$ cat src/rtl/gcd_pkg.sv
// gcd_pkg: definitions shared by the GCD dispatcher slice.
//   WIDTH_DEF   - default operand/result width
//   DEPTH_DEF   - default operand FIFO depth (power of two, >= 2)
//   TIMEOUT_DEF - default number of cycles to wait for the engine
//   state_t     - dispatcher FSM state encoding
package gcd_pkg;

  localparam int WIDTH_DEF   = 16;
  localparam int DEPTH_DEF   = 4;
  localparam int TIMEOUT_DEF = 4096;

  typedef logic [1:0] state_t;

  localparam state_t S_IDLE  = 2'd0;  // waiting for a queued pair
  localparam state_t S_ISSUE = 2'd1;  // start pulse to the engine
  localparam state_t S_WAIT  = 2'd2;  // waiting for engine done / timeout
  localparam state_t S_HOLD  = 2'd3;  // result presented to the consumer

endpackage

$ cat src/rtl/gcd_dispatch_if.sv
// gcd_dispatch_if: all handshake signals of the GCD dispatcher.
//   in_valid/in_a/in_b/in_ready      - operand pair stream into the FIFO
//   gcd_start/gcd_a/gcd_b            - request to the GCD engine
//   gcd_answer/gcd_done              - response from the GCD engine
//   out_valid/out_answer/out_ready   - result stream to the consumer
//   timeout_err                      - sticky engine timeout flag
// Modports: slave = the dispatcher, master = its environment
// (producer, consumer and engine together).
interface gcd_dispatch_if
  import gcd_pkg::*;
#(
  parameter int WIDTH = WIDTH_DEF
) ();

  logic             in_valid;
  logic [WIDTH-1:0] in_a;
  logic [WIDTH-1:0] in_b;
  logic             in_ready;

  logic             gcd_start;
  logic [WIDTH-1:0] gcd_a;
  logic [WIDTH-1:0] gcd_b;
  logic [WIDTH-1:0] gcd_answer;
  logic             gcd_done;

  logic             out_valid;
  logic [WIDTH-1:0] out_answer;
  logic             out_ready;

  logic             timeout_err;

  modport slave (
    input  in_valid, in_a, in_b, gcd_answer, gcd_done, out_ready,
    output in_ready, gcd_start, gcd_a, gcd_b, out_valid, out_answer, timeout_err
  );

  modport master (
    output in_valid, in_a, in_b, gcd_answer, gcd_done, out_ready,
    input  in_ready, gcd_start, gcd_a, gcd_b, out_valid, out_answer, timeout_err
  );

endinterface

$ cat src/rtl/gcd_fifo.sv
// gcd_fifo: synchronous FIFO holding operand pairs for the dispatcher.
//   clk, reset - clock, synchronous active-high reset (empties the FIFO)
//   push       - write data_in when not full
//   pop        - drop the head entry when not empty
//   data_in    - entry to write
//   data_out   - current head entry (valid when !empty)
//   full/empty - occupancy flags
// Pointers carry one extra wrap bit: equal pointers mean empty, pointers
// differing only in the wrap bit mean full.
module gcd_fifo #(
  parameter int WIDTH = 32,
  parameter int DEPTH = 4
) (
  input  logic             clk,
  input  logic             reset,
  input  logic             push,
  input  logic             pop,
  input  logic [WIDTH-1:0] data_in,
  output logic [WIDTH-1:0] data_out,
  output logic             full,
  output logic             empty
);

  localparam int AW = $clog2(DEPTH);

  logic [AW:0]      wr_ptr;
  logic [AW:0]      rd_ptr;
  logic [WIDTH-1:0] mem [DEPTH];
  logic             do_push;
  logic             do_pop;

  assign empty    = (wr_ptr == rd_ptr);
  assign full     = (wr_ptr[AW] != rd_ptr[AW]) && (wr_ptr[AW-1:0] == rd_ptr[AW-1:0]);
  assign do_push  = push && !full;
  assign do_pop   = pop && !empty;
  assign data_out = mem[rd_ptr[AW-1:0]];

  // NOTE: sequential state is always assigned with <= so every register
  // samples the pre-edge values of the others, independent of block order.
  always_ff @(posedge clk) begin
    if (reset) begin
      wr_ptr <= '0;
      rd_ptr <= '0;
    end else begin
      if (do_push) wr_ptr <= wr_ptr + 1'b1;
      if (do_pop)  rd_ptr <= rd_ptr + 1'b1;
    end
  end

  // NOTE: storage is deliberately not reset; entries are only ever read
  // between a push and its pop, so the pointers alone define validity.
  always_ff @(posedge clk) begin
    if (do_push) mem[wr_ptr[AW-1:0]] <= data_in;
  end

endmodule

$ cat src/rtl/gcd_dispatch.sv
// gcd_dispatch: queues operand pairs and feeds them one at a time to an
// external GCD engine, returning results in arrival order.
//   clk   - single clock, all logic on posedge
//   reset - synchronous active-high reset
//   bus   - gcd_dispatch_if.slave: input pair stream, engine request and
//           response, result stream and sticky timeout_err
// Pairs with a zero operand bypass the engine (result is the other operand).
// The engine gets TIMEOUT cycles to raise done; a timeout yields result 0
// and sets timeout_err until the next reset.
module gcd_dispatch
  import gcd_pkg::*;
#(
  parameter int WIDTH   = WIDTH_DEF,
  parameter int DEPTH   = DEPTH_DEF,
  parameter int TIMEOUT = TIMEOUT_DEF
) (
  input  logic         clk,
  input  logic         reset,
  gcd_dispatch_if.slave bus
);

  localparam int            CW      = $clog2(TIMEOUT + 1);
  localparam logic [CW-1:0] TO_LAST = CW'(TIMEOUT - 1);

  state_t           state;
  logic [CW-1:0]    wait_cnt;
  logic             fifo_full;
  logic             fifo_empty;
  logic             pop;
  logic [2*WIDTH-1:0] head;
  logic [WIDTH-1:0] head_a;
  logic [WIDTH-1:0] head_b;

  assign {head_a, head_b} = head;
  assign pop              = (state == S_IDLE) && !fifo_empty;

  assign bus.in_ready  = !fifo_full;
  assign bus.gcd_start = (state == S_ISSUE);
  assign bus.out_valid = (state == S_HOLD);

  gcd_fifo #(
    .WIDTH (2*WIDTH),
    .DEPTH (DEPTH)
  ) u_fifo (
    .clk      (clk),
    .reset    (reset),
    .push     (bus.in_valid),
    .pop      (pop),
    .data_in  ({bus.in_a, bus.in_b}),
    .data_out (head),
    .full     (fifo_full),
    .empty    (fifo_empty)
  );

  always_ff @(posedge clk) begin
    if (reset) begin
      state           <= S_IDLE;
      wait_cnt        <= '0;
      bus.gcd_a       <= '0;
      bus.gcd_b       <= '0;
      bus.out_answer  <= '0;
      bus.timeout_err <= 1'b0;
    end else begin
      case (state)
        S_IDLE: begin
          if (!fifo_empty) begin
            bus.gcd_a <= head_a;
            bus.gcd_b <= head_b;
            if (head_a != '0 && head_b != '0) begin
              state <= S_ISSUE;
            end else begin
              // a==0 -> b, b==0 -> a; both zero falls out as b == 0
              bus.out_answer <= (head_a == '0) ? head_b : head_a;
              state          <= S_HOLD;
            end
          end
        end
        S_ISSUE: begin
          wait_cnt <= '0;
          state    <= S_WAIT;
        end
        S_WAIT: begin
          // wait_cnt == 0 is the first WAIT cycle: done may still be the
          // previous operation's level, so it is not trusted yet.
          if (wait_cnt != '0 && bus.gcd_done) begin
            bus.out_answer <= bus.gcd_answer;
            state          <= S_HOLD;
          end else if (wait_cnt == TO_LAST) begin
            bus.timeout_err <= 1'b1;
            bus.out_answer  <= '0;
            state           <= S_HOLD;
          end else begin
            wait_cnt <= wait_cnt + 1'b1;
          end
        end
        S_HOLD: begin
          if (bus.out_ready) state <= S_IDLE;
        end
        default: state <= S_IDLE;
      endcase
    end
  end

endmodule

$ cat src/flat_wrapper.sv
// flat-port wrapper written by rule: the top's interface ports become plain ports
module gcd_dispatch_flat import gcd_pkg::*;
#(
  parameter int WIDTH   = WIDTH_DEF,
  parameter int DEPTH   = DEPTH_DEF,
  parameter int TIMEOUT = TIMEOUT_DEF
)
  (clk, reset, bus_in_valid, bus_in_a, bus_in_b, bus_gcd_answer, bus_gcd_done, bus_out_ready, bus_in_ready, bus_gcd_start, bus_gcd_a, bus_gcd_b, bus_out_valid, bus_out_answer, bus_timeout_err);
  gcd_dispatch_if #(.WIDTH(WIDTH)) bus_i ();
  input  logic clk;
  input  logic reset;
  input wire logic [$bits(bus_i.in_valid)-1:0] bus_in_valid;
  input wire logic [$bits(bus_i.in_a)-1:0] bus_in_a;
  input wire logic [$bits(bus_i.in_b)-1:0] bus_in_b;
  input wire logic [$bits(bus_i.gcd_answer)-1:0] bus_gcd_answer;
  input wire logic [$bits(bus_i.gcd_done)-1:0] bus_gcd_done;
  input wire logic [$bits(bus_i.out_ready)-1:0] bus_out_ready;
  output wire logic [$bits(bus_i.in_ready)-1:0] bus_in_ready;
  output wire logic [$bits(bus_i.gcd_start)-1:0] bus_gcd_start;
  output wire logic [$bits(bus_i.gcd_a)-1:0] bus_gcd_a;
  output wire logic [$bits(bus_i.gcd_b)-1:0] bus_gcd_b;
  output wire logic [$bits(bus_i.out_valid)-1:0] bus_out_valid;
  output wire logic [$bits(bus_i.out_answer)-1:0] bus_out_answer;
  output wire logic [$bits(bus_i.timeout_err)-1:0] bus_timeout_err;
  assign bus_i.in_valid = bus_in_valid;
  assign bus_i.in_a = bus_in_a;
  assign bus_i.in_b = bus_in_b;
  assign bus_i.gcd_answer = bus_gcd_answer;
  assign bus_i.gcd_done = bus_gcd_done;
  assign bus_i.out_ready = bus_out_ready;
  assign bus_in_ready = bus_i.in_ready;
  assign bus_gcd_start = bus_i.gcd_start;
  assign bus_gcd_a = bus_i.gcd_a;
  assign bus_gcd_b = bus_i.gcd_b;
  assign bus_out_valid = bus_i.out_valid;
  assign bus_out_answer = bus_i.out_answer;
  assign bus_timeout_err = bus_i.timeout_err;
  gcd_dispatch #(.WIDTH(WIDTH), .DEPTH(DEPTH), .TIMEOUT(TIMEOUT)) u_core (.clk(clk), .reset(reset), .bus(bus_i));
endmodule
$ cat config.mk
export PLATFORM = sky130hd
export DESIGN_NAME = gcd_dispatch_flat
export DESIGN_NICKNAME = d
export VERILOG_FILES = /design/src/rtl/gcd_pkg.sv /design/src/rtl/gcd_dispatch_if.sv /design/src/rtl/gcd_fifo.sv /design/src/rtl/gcd_dispatch.sv /design/src/flat_wrapper.sv
export SDC_FILE = /design/constraint.sdc
export NUM_CORES = 1
export LEC_CHECK = 0
export ABC_AREA = 0
export CORE_ASPECT_RATIO = 1.5
export CORE_MARGIN = 10
export CORE_UTILIZATION = 50
export DETAILED_ROUTE_END_ITERATION = 10
export PLACE_DENSITY = 0.74
export SYNTH_ARGS = -nofsm -noshare
export SYNTH_HDL_FRONTEND = slang
export SYNTH_SLANG_ARGS = --single-unit
$ cat constraint.sdc
create_clock -name clk -period 3.25 [get_ports clk]
set_input_delay 0.325 -clock clk [delete_from_list [all_inputs] [get_ports clk]]
set_output_delay 0.325 -clock clk [all_outputs]
set_load 0.02 [all_outputs]
; Word level (Yosys, flattened, before mapping)
; Memory sizes are Yosys's and may differ from the RTL's. A register that Yosys moved wholly into a read port is not among the register bits.
; Cells that the tools add are included.
[word_totals]
memories = 1
word_cells = 66
ram_bits = 128
regBits = 70
output_inout_bits = 52
inputBits = 53
[op_classes]
bitwise_logic = 2
muxes = 19
reduce_logical = 20
eq_ne = 13
add_sub_neg = 3
[mem_list]
columns = memory, depth, width, rd, rd_clocked_by_memory_dff, write_ports, line_no
row1 = u_core.u_fifo.mem, 4, 32, 1, 1, 1, gcd_fifo.sv:28  ; logic [WIDTH-1:0] mem [DEPTH];
[op_table]
columns = op, count
row1 = $mux 16, 5
row2 = $pmux 16 s2, 1
row3 = $reduce_bool 16->1, 2
row4 = $mux 13, 2
row5 = $pmux 13 s2, 1
row6 = $logic_not 16->1, 1
row7 = $mux 2, 7
row8 = $add 13x1->13 const B, 1
row9 = $eq 13x12->1 const B, 1
row10 = $reduce_bool 13->1, 1
row11 = $ne 2x2->1 const B, 5
row12 = $reduce_and 3->1, 3
row13 = $pmux 2 s4, 1
row14 = $add 3x1->3 const B, 2
row15 = $logic_and 1x1->1, 6
row16 = $eq 2x2->1 const B, 2
row17 = $reduce_and 4->1, 1
row18 = $reduce_bool 2->1, 2
row19 = $eq 3x3->1, 1
row20 = $ne 3x1->1 const B, 1
row21 = $eq 2x1->1 const B, 1
row22 = $eq 2x2->1, 1
row23 = $logic_not 1->1, 2
row24 = $logic_not 2->1, 1
row25 = other kinds (4), 6

; Longest topological paths before layout
; Gate-level depths: netlist (run 1).
[logic_depth]
depth_word = 6
ltp_mapped = 10
ltp_nobuf = 8

; Modules after synthesis
; Synthesis (run 1) repeated with hierarchy kept, for this count alone.
[hier_totals]
cells_unflattened = 609
hier_area_um2 = 8225.4
[by_module_without_submodules]
columns = mod, n_inst, seq_area_each_um2, area_each_um2, cells_each
row1 = gcd_fifo, 1, 4003.8, 5177.5, 235
row2 = gcd_dispatch, 1, 1281.2, 3047.9, 374

; Worst setup path after synthesis (run 1)
; No wires, ideal clock.
[synth_path]
kind = register to register
from = register (tool-made name)
to = register u_core.bus.out_answer[10]
slack_ps = 784
synth_period_minus_slack_ps = 2466
setup_time_ps = 138
required_time_ps = 3112
stages_incl_launch_ff = 11
t_arrival_ps = 2328
path_buffers = 4
path_cell_list = dfxtp_1 > buf_6 > buf_2 > mux4_2 > nor4_1 > nand4_1 > nand3_4 > and2_1 > buf_6 > buf_8 > a311oi_2
[synth_lines]
columns = element, line_no
row1 = "end signal, assigned", gcd_dispatch.sv:73  ; bus.out_answer <= (head_a == '0) ? head_b : head_a;
row2 = "end signal, assigned", gcd_dispatch.sv:86  ; bus.out_answer <= bus.gcd_answer;
row3 = "end, declared", gcd_dispatch_if.sv:34  ; output in_ready, gcd_start, gcd_a, gcd_b, out_valid, out_answer, timeout_err

==> out/results.txt, run 1 <==
The flow ran to the end, and the final reports show no timing, DRC or antenna violations. STA classifies the critical path endpoint as a register. The number of flops mapped to enable cells by yosys is 128.

The total setup violations reported at the end of the flow was 0; the final instance area was 9930 µm². The tools report the final worst-path setup slack as 0.321 ns. In the post-synthesis netlist, the biggest area contributors are edfxtp_1 48%, dfxtp_1 18%, mux4_2 9.0%, mux2i_1 4.1%, nor2_1 2.6%.

For this design the ratio of total power to cell area is 866 nW/µm². The analysis attributes to cell leakage a power of 3.40 nW. The synthesized netlist devotes 1.64% of its cell area to XOR and XNOR gates. TritonCTS built the clock tree. The run gives 37 as the largest net degree at the start of global routing.

By area, the combinational part of the netlist is dominated by multiplexers. The run gives 19.7% as the met1 layer usage reported by global route. Sort of element at the start of the critical path: a register. The tree is rooted in a clkbuf_16. The congestion estimate from routability-driven global placement came to 0.833. The floorplan die width is 123 µm, and the total clock buffers created by CTS is 17.

Among all flip-flop cells after synthesis, the most frequent one is edfxtp_1. Per-instance average area after synthesis: 14.9 µm². At the placement stage, the worst setup path has a slack of 0.328 ns.

By count the netlist is led by 128 x edfxtp_1, 72 x dfxtp_1, 56 x nor2_1. The fraction of synthesis flops using an asynchronous set or reset pin works out to 0%. Multiplexer area fraction after synthesis: 13.1%.

In the final layout, the share of cells above drive strength 1 is 14.6%. The final max-slew violation count is 0. The clock net in this run drives a total of 200 sinks. For the count of nets after finishing, the log shows 711. The synthesized netlist devotes 1.87% of its cell area to adder and majority cells. During synthesis, Yosys emitted a total of 0 warnings.

For the placed standard-cell area, the log shows 9280 µm². In this run the remaining antenna-violating nets after routing total 0. After routing, the total negative slack on setup checks comes to 0 ns. The synthesized netlist contains 42 unique library cells. The signal on the critical path passes through buf_12 -> mux4_2 -> nor4_1 -> nand4_1 -> nand3_4 -> and2_1 -> buf_4 -> a311oi_1. The count of endpoints failing hold in the final timing report is 0. Headroom to the max-slew limit came out at 54.2%. Compared with the post-synthesis result, the final layout area differs by 23.7%. The longest individual stage delay on the worst path came out at 0.58 ns. The clock reaches the later pin of the worst-skew pair after 0.44 ns.

Buffers inserted to repair hold after CTS numbered 0. After floorplanning, the core was divided into 56 placement rows. The data required time of the critical path was 3.55 ns. For this design, the slowest cell found on the critical path is mux4_2. The initial utilization of the core area, before any placement, comes to 51.1%.

The ratio of routed vias to standard cells was 5.60; the arrival time at the worst endpoint was 3.23 ns. The net count after synthesis was 604; the count of port buffers added during placement was 104. Dividing the detail-routed wire length by the instance count gives 21.9 µm. The final critical path time including I/O delays and setup is 2.93 ns, and the total routing usage reported by global routing is 17.6%.

The worst min-delay path class is in -> reg. The run gives 63.2% as the core occupancy in the finished layout. The logs give 5,070 for the via count of the first global-routing pass and 65.9% for the sequential area share after synthesis. Before antenna repair, the detailed router went through 4 iterations.

The critical path contains buffers and inverters numbering 2 combined. The max-cap check violation count is 0, and the die height is 175 µm. The count of H-tree levels built during CTS was 4. The tools report the worst clock skew as 0.0195 ns. In this run the most used layer during global routing was met2.

The initial antenna violation count is 0, and the area of the core is 15,700 µm². Setup repair after global routing left no endpoint under its margin. The basic-gate share of the synthesized area counting and, or, nand and nor cells is 9.19%. The die covers 21,600 µm². For this run, design rule violations remaining after detail routing come to 0. The fraction of the mapped netlist area in compound gates is 5.69%, and the maximum count of clock buffers along a single path is 2. Global routing used 31.6% of the available met2 tracks. The run gives 0 as the aggregate global routing overflow. Among all cell types in the netlist, the one instantiated most often is edfxtp_1. The total number of vias is 4,829.

The part of the cycle the worst path needs was 90.1%; the number of diodes was 0. The logs give 341 MHz for the fmax and 28.8 mm for the global-route wire length before repair. The number of top-level design ports was 105.

The run gives 4.13% as the global-route met3 utilization. For the pin with the worst max-slew slack, the measured transition is 0.687 ns. Clock-pin slew was measured on the worst setup and hold paths at 0.08 ns. The run gives 475 as the number of design-rule violations left by the first detailed-router iteration. The mapped netlist covers 8020 µm². The portion of synthesized cell area occupied by the leading cell type is 47.9%. The logs give 0 for the post-CTS setup repair buffer count and 539 for the cell count after synthesis.

For the peak supply drop, the log shows 0.000400 V. Classification of the worst setup path: reg -> reg. The post-synthesis sequential element count came out at 200. The top cell family by delay on the critical path was simple AND/OR/NAND/NOR gates. The sum of net half-perimeters after detailed placement is 13.0 mm. Along the worst path, the maximum fanout reaches 32. The sum of routed wire length over all layers is 18.8 mm. The synthesized design spends more area on one cell type than any other, namely edfxtp_1.
==> where the power goes <==
part	leakage [nW]	internal [mW]	switching, mW	total, mW
clock network	0.312	1.14	1.07	2.21
registers	1.76	3.07	0.219	3.29
logic	1.33	1.36	1.73	3.09
==> metal layers <==
metal | vias to the layer above | share of wire, % | wire [µm]
met1 | 2404 | 38 | 7130
li1 | 2265 | - | -
met4 | 0 | 1.6 | 298
met2 | 142 | 55 | 10400
met5 | - | 0 | 0
met3 | 18 | 5.3 | 990
==> metrics by stage <==
stage	std cells	power, mW	hold slack [ns]
floorplan	539	5.37	0.424
global placement	830	6.36	0.458
detailed placement	830	6.46	0.464
CTS	862	8.66	0.418
global route	862	8.99	0.471
finish	862	8.59	0.426
==> cells in the final DEF, fill, tap and decap left out, drive strengths merged <==
cell type	synthesis	routed
a211o	1	1
a211oi	1	1
a21o	1	1
a21oi	24	24
a311oi	17	17
a31oi	2	2
a32oi	1	1
and2	2	2
and3	4	4
buf	15	13
bufinv	0	1
clkbuf	13	17
clkdlybuf4s50	0	103
clkinv	0	5
dfxtp	72	72
edfxtp	128	128
ha	12	12
inv	14	23
mux2i	33	33
mux4	32	32
nand2	22	22
nand3	9	9
nand3b	1	1
nand4	4	4
nor2	56	56
nor2b	16	16
nor3	6	6
nor3b	1	1
nor4	15	15
nor4b	1	1
o21ai	18	18
o32ai	1	1
or3	2	2
xnor2	13	13
xor2	2	2
==> cells by family (layout without fill, tap and decap cells) <==
group	Yosys count	after routing
adders and majority gates	12	12
DFF	200	200
and+or+nand+nor	139	139
muxes	65	65
buffers and inverters	42	162
AOI/OAI and AO/OA	66	66
xor gates and xnor gates	15	15
==> flip-flops by register name, summed over array words and instances (netlist names), named ones only <==
name / flops
u_core.wait_cnt: 13
u_core.bus.timeout_err: 1
u_core.bus.gcd_b: 16
u_core.u_fifo.rd_ptr: 3
u_core.bus.gcd_a: 16
u_core.bus.out_answer: 16
u_core.u_fifo.mem: 128
u_core.u_fifo.wr_ptr: 3
u_core.state: 2
==> final timing paths <==
| check | cells after the start | slack [ns] | endpoint | start |
|---|---|---|---|---|
| min reg2reg | 2 | 0.49 | u_core.bus.timeout_err$_SDFFE_PP0P_ | u_core.bus.timeout_err$_SDFFE_PP0P_ |
| max | 8 | 0.32 | u_core.bus.out_answer[0]$_SDFFE_PP0P_ | register |
| min | 2 | 0.43 | u_core.bus.gcd_a[4]$_SDFFE_PP0P_ | reset |
| max reg2reg | 8 | 0.32 | u_core.bus.out_answer[0]$_SDFFE_PP0P_ | register |
==> final cells by class <==
type                    count  area, µm²
fillers                  1165       5770
flip-flops and latches    200       5290
multi-input cells         297       2540
repair buffers            116       1150
clock buffers              17        425
well taps                 203        254
clock inverters            15        218
inverters                  14       52.6
==> timing repair <==
item                                    in CTS  in global routing
endpoints found under the setup margin       0                  1
endpoints found under the hold margin        0                  0
resized for setup                            0                  1
(Power assumes the default switching activity.)
==> run 2: changes to the inputs <==
--- a/config.mk
+++ b/config.mk
@@ -8,9 +8,10 @@
 export ABC_AREA = 0
 export CORE_ASPECT_RATIO = 1.5
 export CORE_MARGIN = 10
-export CORE_UTILIZATION = 50
+export CORE_UTILIZATION = 45
 export DETAILED_ROUTE_END_ITERATION = 10
-export PLACE_DENSITY = 0.74
+export PLACE_DENSITY = 0.68
+export SLEW_MARGIN = 10
 export SYNTH_ARGS = -nofsm -noshare
 export SYNTH_HDL_FRONTEND = slang
 export SYNTH_SLANG_ARGS = --single-unit
==> run 2 against run 1 <==
Maximum frequency decreased by 2.0%. Routed wire length increased by 6.1%. First-iteration DRC count decreased by 13%. Sequential share of layout area increased by 0.12 points. Total power decreased by 1.1%. Final area decreased by 0.23%. Critical path type unchanged. Critical endpoint is now u_core.bus.out_answer[12]$_SDFFE_PP0P_.
==> out/results.txt, run 2 (same netlist as run 1, synthesis figures left out) <==
The tools report the normalized max-slew margin as 48.4% (-5.8 points). From synthesis to final layout, the design area changed by 23.4%. TritonCTS built the clock tree. The tools report the count of H-tree levels built during CTS as 4 (unchanged).

The count of port buffers added during placement was 104 (unchanged); the clock latency on the worst-skew pair was 0.43 ns (about the same). The arrival time at the worst endpoint is 3.26 ns (+0.03 ns), and the slew at the pin with the worst max-slew slack is 0.774 ns (+0.0876 ns). The logic depth of the worst register-to-register path was 8 (unchanged); the number of top-level design ports was 105 (unchanged). The clock sink total was 200 (unchanged); the maximum count of clock buffers along a single path was 2 (unchanged). The tools report the aggregate global routing overflow as 0 (unchanged). Initial antenna violation count: 0 (unchanged).

The number of flip-flops in the largest register came out at 128 (unchanged). The flow ran to the end, and the final reports show no timing, DRC or antenna violations. The floorplan die width came out at 129 µm (+4.5%).

The fmax was 335 MHz (-2.0%); the count of endpoints failing hold in the final timing report was 0 (unchanged). The most frequent standard cell in the layout excluding fill and tap cells is edfxtp_1. The peak supply drop came out at 0.000348 V (-13%). The classification of the worst setup path is reg -> reg. The weighted congestion at the end of routability-driven global placement is 0.826 (-0.76%), and the global-route wire length before repair is 30.8 mm (+6.7%). Worst clock skew: 0.0101 ns (-0.00948 ns).

The worst hold path terminates at u_core.bus.timeout_err$_SDFFE_PP0P_. For the number of design-rule violations left by the first detailed-router iteration, the log shows 414 (-13%). The top fanout value on the critical path was 18 (-44%); the final max-slew violation count was 0 (unchanged).

Count of nets after finishing: 715 (+0.56%). The final critical path time including I/O delays and setup was 2.99 ns (+0.0588 ns). The sum of net half-perimeters after detailed placement was 14.2 mm (+8.9%).

The part of the cycle the worst path needs works out to 91.9% (+1.8 points). The total routing usage reported by global routing is 17.2% (-0.32 points), and the worst slack at placement is 0.176 ns (-0.152 ns). The tools report the sort of element at the start of the critical path as a register.

The ratio of routed vias to standard cells is 5.61 (about the same). The number of diodes was 0 (unchanged). Setup repair after global routing left no endpoint under its margin.

The die height is 184 µm (+4.8%), and the instance count along the most critical hold path is 2 (unchanged). The post-CTS setup repair buffer count was 0 (unchanged). For the total setup violations reported at the end of the flow, the log shows 0 (unchanged). In this run the clock root is driven by a clkbuf_16. The run gives 3.39 nW (-0.46%) as the static leakage.

The number of optimization iterations in the first detailed-route pass is 5 (+1), and the total number of vias is 4,910 (+1.7%). The tools report the row count as 59 (+5.4%). The endpoint identified for the worst register-to-register timing path is u_core.bus.out_answer[12]$_SDFFE_PP0P_. The via count of the first global-routing pass came out at 5,308 (+4.7%). For the area of the core, the log shows 17,400 µm² (+11%). The tools report the footprint of the multi-input gates as 2540 µm² (about the same).

The fill cell instance count of the final layout is 1,386 (+19%), and the max-cap check violation count is 0 (unchanged). The logs give 46.0% (-5.1 points) for the initial standard-cell utilization of the core and 23,700 µm² (+9.5%) for the floorplan die area. The setup TNS is 0 ns (unchanged). The tools report the final worst-path setup slack as 0.262 ns (-0.0588 ns).

Leaving out fill and tap cells, the most frequent cells in the layout are 128 x edfxtp_1, 103 x clkdlybuf4s50_1, 71 x dfxtp_1, 56 x nor2_1, 33 x mux2i_1. The number of nets still failing antenna checks after routing was 0 (unchanged); the area occupied by registers was 5290 µm² (unchanged). The cell area power density was 859 nW/µm² (-0.83%). The worst min-delay path class was in -> reg. STA classifies the critical path endpoint as a register. The internal reg-to-reg setup slack came out at 0.26 ns (-0.06 ns).

The sum of routed wire length over all layers is 20.0 mm (+6.1%). The total clock buffers created by CTS is 17 (unchanged), and the average routed wire per standard cell is 22.8 µm (+4.4%). The run gives 34 (-8.1%) as the largest net degree at the start of global routing. The startpoint identified for the worst hold timing path is reset.

The fraction of final layout cells with drive strength greater than 1 was 14.5% (-0.088 points); the number of remaining DRC errors was 0 (unchanged). The clock edge transition at the registers on the reported setup and hold paths is 0.07 ns (about the same). The run gives 3.52 ns (-0.03 ns) as the data required time of the critical path.
[run 2: how the worst max path moves through the flow]
stage | endpoint | depth (start not counted) | startpoint
after global placement | u_core.bus.out_answer[12]$_SDFFE_PP0P_ | 8 | register
final | u_core.bus.out_answer[12]$_SDFFE_PP0P_ | 8 | register
after CTS | u_core.bus.out_answer[12]$_SDFFE_PP0P_ | 8 | register
after floorplan | u_core.bus.out_answer[10]$_SDFFE_PP0P_ | 10 | register
after detailed placement | u_core.bus.out_answer[12]$_SDFFE_PP0P_ | 8 | register
after global routing | u_core.bus.out_answer[12]$_SDFFE_PP0P_ | 8 | register
[run 2: worst max-delay path, stage by stage, from the launching register on]
cell and delay [ns]:
dfxtp_2 0.47, buf_12 0.23, mux4_2 0.56, nor4_1 0.35, nand4_1 0.26, nand3_4 0.27, and2_1 0.35, buf_4 0.22
a311oi_1 0.09
[run 2: per-layer routing]
layer / up-vias / wire, µm / GRT usage, %
li1: 2259 / - / -
met1: 2494 / 7460 / 18.4
met2: 133 / 11200 / 32.0
met3: 24 / 947 / 4.19
met4: 0 / 404 / 5.98
met5: - / 0 / 0
[run 2: through the flow]
stage | instances | total power, mW | area [µm²] | hold WS, ns | utilization, %
3_3_place_gp | 844 | 6.43 | 9320 | 0.465 | 53.5
6_report | 876 | 8.50 | 9900 | 0.465 | 56.8
2_1_floorplan | 539 | 5.37 | 8020 | 0.424 | -
4_1_cts | 876 | 8.56 | 9900 | 0.441 | 56.8
5_1_grt | 876 | 8.91 | 9900 | 0.474 | 56.8
3_5_place_dp | 844 | 6.50 | 9320 | 0.477 | 53.5
[run 2: layout make-up]
class	count	area share, %
Multi-Input combinational cell	297	25.7
Clock buffer	19	4.37
Timing Repair Buffer	120	11.9
Sequential cell	200	53.4
Tap cell	213	2.69
Clock inverter	13	1.44
Inverter	14	0.531
[run 2: what timing repair did]
action | 4_1_cts | 5_1_grt
setup endpoints to repair | 0 | 10
hold buffers | 0 | 0
resized for setup | 0 | 1
[run 2: report_power, final]
group          switching (mW)  internal [mW]
clock                   0.929           1.14
combinational            1.71           1.39
sequential              0.256           3.07
==> RTL change (config.mk and constraints of run 2) <==
The package constant `TIMEOUT_DEF` goes from 4096 to 1024.
--- a/src/rtl/gcd_pkg.sv
+++ b/src/rtl/gcd_pkg.sv
@@ -9,3 +9,3 @@
   localparam int DEPTH_DEF   = 4;
-  localparam int TIMEOUT_DEF = 4096;
+  localparam int TIMEOUT_DEF = 1024;
 
Behaviour: same outputs for any inputs over 4 cycles, from zero or initial values and one cycle with reset high; that may be too few to reach the edited logic, so the function may still have changed.
==> RTL change against run 2 <==
Via count rose by 3.6%; sequential cell count fell by 2; synthesized area rose by 2.4%; setup slack improved by 19 ps; routed wire length fell by 1.6%; design area rose by 1.8%; die area rose by 2.1%; clock power rose by 4%; power fell by 4.2%; critical path type unchanged; largest power group unchanged.
==> RTL change: results (changes against run 2) <==
[outcome]
outcome = finished clean  ; unchanged

[pwr]
power_leakage_nw = 3.519  ; was 3.385 nW
peakVddDrop_mv = 0.3842  ; was 0.3482 mV

[global_route]
grtUsageTotal_pct = 16.89  ; was 17.24%
use_met2_pct = 27.99  ; was 32.00%
use_met1_pct = 20.14  ; was 18.44%
grt_pass1_wl_um = 30690  ; was 30,770 um
grt_start_max_net_pins = 38  ; was 34

[synth]
synthXorXnorAreaFrac_pct = 1.386  ; was 1.638%
synth_compound_area_share_pct = 6.686  ; was 5.692%
synth_area_leaders = edfxtp_1 (47%), dfxtp_1 (17%), mux4_2 (8.2%)  ; was edfxtp_1 (48%), dfxtp_1 (18%), mux4_2 (9.0%)
synth_common_cells = edfxtp_1 (128), dfxtp_1 (70), nor2_1 (57)  ; was edfxtp_1 (128), dfxtp_1 (72), nor2_1 (56)
yosysUniqueCellTypes = 43  ; was 42
synth_fa_ha_area_share_pct = 1.828  ; was 1.871%
synthMuxAreaShare_pct = 13.01  ; was 13.10%
ys_seq_area_share_pct = 63.84  ; was 65.88%
synthCells = 564  ; was 539
synthesis.nets = 629  ; was 604

[finish]
layout-drive-gt1-share_pct = 16.57  ; was 14.48%
nets = 734  ; was 715

[placed_design]
dp.cells = 867  ; was 844
gp_congestion = 0.9031  ; was 0.8263

[detailed_routing]
initialDrtViolationCount = 487  ; was 414
wl_per_cell_um = 21.87  ; was 22.80 um
vias = 5088  ; was 4,910
viasPerCell = 5.660  ; was 5.605

[timing]
skew_ps = 10.39  ; was 10.06 ps
relSlewSlack_pct = 36.02  ; was 48.38%

[worst_setup_path]
crit_slowest_cell = dfxtp_2  ; was mux4_2
critical_path.max_fanout = 16  ; was 18

==> RTL change: through the flow <==
step                      cell area [um2]  setup WS [ps]  hold slack [ps]  utilization [%]
after CTS                           10080          135.2            460.2            56.16
after detailed placement             9465          160.5            459.0            52.75
final                               10080          281.4            469.5            56.17
after global routing                10080          79.48            490.4            56.17
after floorplan                      8215          820.3            423.9                -
after global placement               9465          228.9            453.6            52.75
==> RTL change: logic make-up after synthesis <==
kind of cell	after synthesis
adder cells (fa/ha/maj)	12
XOR/XNOR	13
AND/OR/NAND/NOR	148
AO/OA/AOI/OAI	84
flip-flops	198
multiplexers	66
buffers and inverters	43
==> RTL change: worst paths after layout <==
kind / to / slack (ps) / cells past startpoint
worst max-delay path: u_core.bus.out_answer[13] / 280 / 7
worst min-delay path: u_core.wait_cnt[0] / 470 / 2
worst max register to register: u_core.bus.out_answer[13] / 280 / 7
worst min register to register: u_core.bus.out_answer[8] / 470 / 2
==> RTL change: worst register-to-register path, cell delays in order (launching register included) <==
cell and delay [ps]:
dfxtp_2 570, buf_12 250, mux4_2 550, nor4_1 410
nand4_2 250, a211o_2 560, nand3_1 170, a21oi_1 100
==> RTL change: final cells by class <==
type	instances	share of cell area (%)
Sequential cell	198	52.05
Multi-Input combinational cell	323	27.29
Timing Repair Buffer	119	11.52
Clock buffer	17	4.221
Tap cell	217	2.694
Clock inverter	15	1.850
Inverter	10	0.3724
==> RTL change: power breakdown <==
| group | switching (W) | internal (W) |
|---|---|---|
| Sequential | 0.000213 | 0.00298 |
| Clock | 0.000982 | 0.00117 |
| Combinational | 0.00155 | 0.00125 |
==> RTL change: routing by layer <==
| layer | wire (um) | vias up | part of all wire, % |
|---|---|---|---|
| met5 | 0 | - | 0 |
| met4 | 526 | 0 | 2.7 |
| met3 | 1281 | 30 | 6.5 |
| met2 | 10020 | 153 | 51 |
| met1 | 7832 | 2553 | 40 |
| li1 | - | 2352 | - |
